[config.mk]
export PLATFORM = sky130hd
export DESIGN_NAME = jump_controller
export DESIGN_NICKNAME = d
export VERILOG_FILES = /design/src/rtl/jump_pkg.sv /design/src/rtl/jump_frame_tick.sv /design/src/rtl/jump_controller.sv
export SDC_FILE = /design/constraint.sdc
export NUM_CORES = 1
export LEC_CHECK = 0
export CAP_MARGIN = 10
export CORE_UTILIZATION = 45
export DETAILED_ROUTE_END_ITERATION = 8
export GPL_TIMING_DRIVEN = 0
export PLACE_DENSITY = 0.68
export SLEW_MARGIN = 5
export SYNTH_ARGS = -nofsm -noshare
export SYNTH_HDL_FRONTEND = slang
export SYNTH_SLANG_ARGS = --single-unit
export TNS_END_PERCENT = 30
[constraint.sdc]
create_clock -name clk -period 3.9 [get_ports clk]
set_input_delay 0.39 -clock clk [delete_from_list [all_inputs] [get_ports clk]]
set_output_delay 0.39 -clock clk [all_outputs]
set_load 0.02 [all_outputs]
[src/rtl/jump_pkg.sv]
// Shared types and widths for the player jump physics.
package jump_pkg;

  localparam int H_W = 10;  // height / scan-coordinate width
  localparam int V_W = 8;   // signed vertical velocity width

  typedef enum logic [1:0] {
    GROUNDED = 2'd0,
    RISING   = 2'd1,
    FALLING  = 2'd2
  } jump_state_e;

endpackage

[src/rtl/jump_frame_tick.sv]
// One-cycle frame tick: fires on the first clock where the scan position
// equals (TICK_X, TICK_Y), however many cycles that position is held.
module jump_frame_tick
  import jump_pkg::*;
#(
  parameter int TICK_X = 1,
  parameter int TICK_Y = 1
) (
  input  logic           clk,
  input  logic           rst_n,
  input  logic [H_W-1:0] i_x_cord,
  input  logic [H_W-1:0] i_y_cord,
  output logic           o_tick
);

  localparam logic [H_W-1:0] TX = H_W'(TICK_X);
  localparam logic [H_W-1:0] TY = H_W'(TICK_Y);

  logic hit;
  logic hit_d;
  logic hit_q;

  assign hit    = (i_x_cord == TX) && (i_y_cord == TY);
  assign o_tick = hit & ~hit_q;

  // Remember last cycle's match so the tick marks only its leading edge.
  always_comb begin
    hit_d = hit;
  end

  // Match history register.
  always_ff @(posedge clk or negedge rst_n) begin
    if (!rst_n) hit_q <= 1'b0;
    else        hit_q <= hit_d;
  end

endmodule

[src/rtl/jump_controller.sv]
// Per-frame vertical physics for the player sprite: a jump press launches
// the sprite, gravity is integrated once per frame, height is clamped at a
// ceiling, and everything holds while the game is frozen.
module jump_controller
  import jump_pkg::*;
#(
  parameter int V0         = 12,
  parameter int GRAVITY    = 1,
  parameter int MAX_HEIGHT = 200
) (
  input  logic        clk,
  input  logic        rst_n,
  input  logic [9:0]  i_x_cord,
  input  logic [9:0]  i_y_cord,
  input  logic        i_jump,
  input  logic        i_freeze,
  output logic [9:0]  o_height,
  output logic        o_jumping,
  output logic        o_land
);

  // Two guard bits so height + velocity can never wrap, even near a
  // ceiling close to the top of the height range.
  localparam int S_W = H_W + 2;

  localparam logic signed [V_W-1:0] V0_V   = V_W'(V0);
  localparam logic signed [V_W-1:0] GRAV_V = V_W'(GRAVITY);
  localparam logic signed [V_W-1:0] ZERO_V = '0;
  localparam logic signed [S_W-1:0] ZERO_S = '0;
  localparam logic signed [S_W-1:0] MAX_S  = S_W'(MAX_HEIGHT);
  localparam logic [H_W-1:0]        MAX_H  = H_W'(MAX_HEIGHT);

  jump_state_e            state_d, state_q;
  logic [H_W-1:0]         height_d, height_q;
  logic signed [V_W-1:0]  vel_d, vel_q;
  logic                   jumping_d, jumping_q;
  logic                   land_d, land_q;
  logic                   pend_d, pend_q;
  logic                   jump_prev_d, jump_prev_q;

  logic                   tick;
  logic                   step;
  logic                   jump_edge;
  logic signed [S_W-1:0]  h_next;
  logic signed [V_W-1:0]  vel_dec;

  jump_frame_tick #(
    .TICK_X (1),
    .TICK_Y (1)
  ) u_frame_tick (
    .clk      (clk),
    .rst_n    (rst_n),
    .i_x_cord (i_x_cord),
    .i_y_cord (i_y_cord),
    .o_tick   (tick)
  );

  assign step      = tick & ~i_freeze;
  assign jump_edge = i_jump & ~jump_prev_q;
  assign h_next    = $signed({2'b00, height_q})
                   + $signed({{(S_W - V_W){vel_q[V_W-1]}}, vel_q});
  assign vel_dec   = vel_q - GRAV_V;

  // Next-state logic: jump request flag, then one physics step per unfrozen tick.
  always_comb begin
    // NOTE: every output of this block gets a default first, so no path
    // leaves a signal unassigned and no latch is inferred.
    state_d     = state_q;
    height_d    = height_q;
    vel_d       = vel_q;
    jumping_d   = jumping_q;
    land_d      = 1'b0;
    pend_d      = pend_q;
    jump_prev_d = i_jump;

    // A press is remembered only while grounded; freeze drops it.
    if (i_freeze) begin
      pend_d = 1'b0;
    end else if (step && (state_q == GROUNDED) && pend_q) begin
      pend_d = 1'b0;
    end else if (jump_edge) begin
      pend_d = (state_q == GROUNDED);
    end

    if (step) begin
      case (state_q)
        GROUNDED: begin
          if (pend_q) begin
            vel_d    = V0_V;
            height_d = '0;
            state_d  = RISING;
          end
        end
        RISING, FALLING: begin
          if (h_next <= ZERO_S) begin
            height_d = '0;
            vel_d    = ZERO_V;
            state_d  = GROUNDED;
            land_d   = 1'b1;
          end else if (h_next > MAX_S) begin
            height_d = MAX_H;
            vel_d    = ZERO_V;
            state_d  = FALLING;
          end else begin
            height_d = h_next[H_W-1:0];
            vel_d    = vel_dec;
            if ((state_q == RISING) && (vel_dec <= ZERO_V)) state_d = FALLING;
          end
        end
        default: begin
          state_d  = GROUNDED;
          height_d = '0;
          vel_d    = ZERO_V;
        end
      endcase
      jumping_d = (state_d != GROUNDED);
    end
  end

  // State and output registers; async reset returns straight to the ground.
  always_ff @(posedge clk or negedge rst_n) begin
    if (!rst_n) begin
      state_q     <= GROUNDED;
      height_q    <= '0;
      vel_q       <= ZERO_V;
      jumping_q   <= 1'b0;
      land_q      <= 1'b0;
      pend_q      <= 1'b0;
      jump_prev_q <= 1'b0;
    end else begin
      // NOTE: non-blocking assignments here so every register samples the
      // pre-edge values regardless of statement order.
      state_q     <= state_d;
      height_q    <= height_d;
      vel_q       <= vel_d;
      jumping_q   <= jumping_d;
      land_q      <= land_d;
      pend_q      <= pend_d;
      jump_prev_q <= jump_prev_d;
    end
  end

  assign o_height  = height_q;
  assign o_jumping = jumping_q;
  assign o_land    = land_q;

endmodule

==> metrics.cfg <==
[detailed_routing]
drtIter0Drc = 94
wl_per_cell_um = 15.7
num_vias = 2097
wl_um = 5420
via_per_inst = 6.06
drt.antenna.violating_nets = 0
drt-pass1-iter-count = 6
route.detailed.drc = 5

[power_and_ir_drop]
power_frac_comb_pct = 6.9
leakagePower_nw = 1.13
power_density_nw_per_um2 = 178
p_clk_share_pct = 37.0
internal-power_w = 0.000355
ir_drop_v = 0.000100
switchingPower_w = 0.000110
pwr-share-seq_pct = 56.2
swShare_pct = 23.6

[worst_setup_path]
crit_chain = ha_1 > inv_1 > fa_1 > and2b_4 > o21ai_1 > o21ai_2 > mux2i_1 > nand4_1 > nor3_2 > nand3_1 > o21ai_0
cp.required_ns = 4.11
crit_family = simple AND/OR/NAND/NOR gates
cpPeakStageDelay_ns = 0.57
worstSetupEndpointType = flop
startpoint_type = flop
arrival_ns = 3.66
cp.buffers_inverters = 1
cp_max_fo = 8
worstReg2RegStart = vel_q[0]
worstRegToRegCells = 11
r2r_setup_slack_ns = 0.45
r2r_end = o_height[0]
critPathSlowestCell = nor3_2
worst-setup-path-type = flop to flop

[clocking]
clk_path_buf_depth = 2
cts_tree = built
cts_made_buffers = 3
insertion_delay_ns = 0.29
cts_resized = 0
cts.clk_slew.worst_paths_ns = 0.10
clock-sinks = 25
cts.htree.levels = 1
root_buffer = clkbuf_8
cts_hold_buf = 0
cts_post_setup_buffers_inserted = 0

[min_path]
hold_path.class = primary input to async pin

[timing]
tightest_slew_ns = 0.762
fmax_ghz = 0.290
finalSetupViolations = 0
report.final.slew_viol_count = 0
setup_ws_ns = 0.447
period_needed_ns = 3.45
grt_setup_unrepaired = false
fin_skew_ns = 0.00673
hold_violations = 0
tns_ns = 0
timing.slew.headroom_pct = 48.7
finalCritPeriodShare_pct = 88.5

[global_route]
grt.total_usage_pct = 22.8
grt_max_degree = 26
grt_pass1_vias = 1954
antenna_found_initial = 0
grt_overflow = 0
grt_pass1_wl_um = 9070

[synthesis]
synthFlopType = dfrtp_1
synthArstFlopShare_pct = 100
synth_edf_count = 0
yosysSeqAreaShare_pct = 29.0
synth_area_um2 = 2150
synthCells = 255
synth-seq-cells = 25
avgSynthCellArea_um2 = 8.45
syn-num-nets = 296
synth.distinct_cells = 55
yosys_warnings = 0

[placed_design]
dp.cells = 342
dpl_worst_slack_ns = 0.507
place_hpwl_um = 4080
port_buffers = 35
place.gp.congestion = 0.846

[die]
io_pins = 36
die_w_um = 71.2
core_um2 = 4470
num_rows = 24
start_util_pct = 48.2
dieArea_um2 = 5070
die_h_um = 71.2

[finish]
final_cells = 346
drive_gt1_share_pct = 7.14
area_growth_pct = 21.3
finalNetCount = 336
antenna-diode-count = 0

[run_status]
violations = DRC
status = finished with violations

[job]
maxCapViolCount = 0

[worst max path at each step]
stage                             end  cells after the start         from
after floorplan              vel_q[3]                     12  o_height[0]
after global placement    o_height[4]                     11     vel_q[0]
after detailed placement  o_height[2]                     11     vel_q[0]
after CTS                 o_height[2]                     11     vel_q[0]
after global routing      o_height[2]                     11     vel_q[0]
final                     o_height[0]                     11     vel_q[0]
[per-layer routing]
layer	wire [um]	GRT usage [%]	part of all wire, %
met1	2440	30.3	45
met2	2520	37.8	46
met3	365	3.28	6.7
met4	95	8.00	1.8
met5	0	0	0
[layout by cell type (no fill, tap or decap), types with 2 or more instances in the layout]
cell type	instances
o21ai_2	2
nor4b_1	2
nor4_1	5
a41oi_1	4
nor3_1	6
a21oi_1	14
clkbuf_1	4
mux2i_1	4
clkbuf_8	3
nand2b_1	3
nand2_1	28
o22ai_1	4
nor3b_1	5
nand3_1	9
o31ai_1	3
and2_1	2
o2111ai_1	2
buf_2	4
o21ai_1	2
nand4_1	4
clkdlybuf4s50_1	34
a31o_2	2
o211ai_1	3
inv_1	18
xnor2_1	4
a211oi_1	7
nor2_1	14
nor2b_1	3
xor2_1	4
dfrtp_1	25
a31oi_1	5
ha_1	16
a21o_1	8
and3_1	5
o21ai_0	12
buf_6	2
[cell families after synthesis]
family / Yosys count / synth area share, %
mux: 5 / 2.38
simple gates: 94 / 23.1
flops: 25 / 29.0
compound gates: 79 / 26.5
fa+ha+maj: 17 / 10.2
buf+inv: 27 / 5.57
xor+xnor: 8 / 3.25
[stage by stage]
stage	instance area, um^2	utilization [%]	hold WS, ns	power (W)
2_1_floorplan	2150	-	0.0944	0.000270
3_3_place_gp	2570	57.4	0.493	0.000299
3_5_place_dp	2570	57.4	0.503	0.000299
4_1_cts	2620	58.5	0.525	0.000469
5_1_grt	2610	58.4	0.159	0.000479
6_report	2610	58.4	0.0981	0.000465
[registers in the layout, indices dropped and copies added (netlist names)]
signal              cells
o_height               10
state_q                 2
jump_prev_q             1
pend_q                  1
u_frame_tick.hit_q      1
o_land                  1
o_jumping               1
vel_q                   8
[cell type report]
| class | count | area [um^2] |
|---|---|---|
| clock inverters | 1 | 7.51 |
| fillers | 406 | 1860 |
| well taps | 52 | 65.1 |
| multi-input cells | 203 | 1410 |
| plain buffers | 9 | 52.6 |
| clock buffers | 3 | 41.3 |
| inverters | 18 | 67.6 |
| flip-flops and latches | 25 | 626 |
| repair buffers | 35 | 345 |
[cells in the mapped netlist (3+ instances only)]
cell | count | share of area [%]
nor2_1 | 14 | 2.4
xnor2_1 | 4 | 1.6
nor2b_1 | 3 | 0.87
mux2i_1 | 4 | 1.9
nand2b_1 | 3 | 0.87
o21ai_0 | 12 | 2.8
buf_2 | 3 | 0.70
nor3_1 | 6 | 1.4
a21o_1 | 8 | 2.8
nand4_1 | 4 | 1.2
nor4_1 | 5 | 1.5
clkbuf_1 | 4 | 0.70
ha_1 | 16 | 9.3
a211oi_1 | 7 | 2.4
nor3b_1 | 5 | 1.7
o31ai_1 | 3 | 1.0
o22ai_1 | 4 | 1.2
a21oi_1 | 14 | 3.3
xor2_1 | 4 | 1.6
dfrtp_1 | 25 | 29
a31oi_1 | 5 | 1.5
inv_1 | 18 | 3.1
a41oi_1 | 4 | 1.6
nand3_1 | 9 | 2.1
o211ai_1 | 3 | 1.0
and3_1 | 5 | 1.5
nand2_1 | 28 | 4.9
[power groups by stage]
stage / clock network, W / registers, W / logic, W
after floorplan: 0 / 0.000266 / 0.00000386
after detailed placement: 0 / 0.000266 / 0.0000333
after global routing: 0.000182 / 0.000261 / 0.0000358
after CTS: 0.000174 / 0.000261 / 0.0000334
after global placement: 0 / 0.000266 / 0.0000329
final: 0.000172 / 0.000261 / 0.0000320
(Power assumes the default switching activity.)
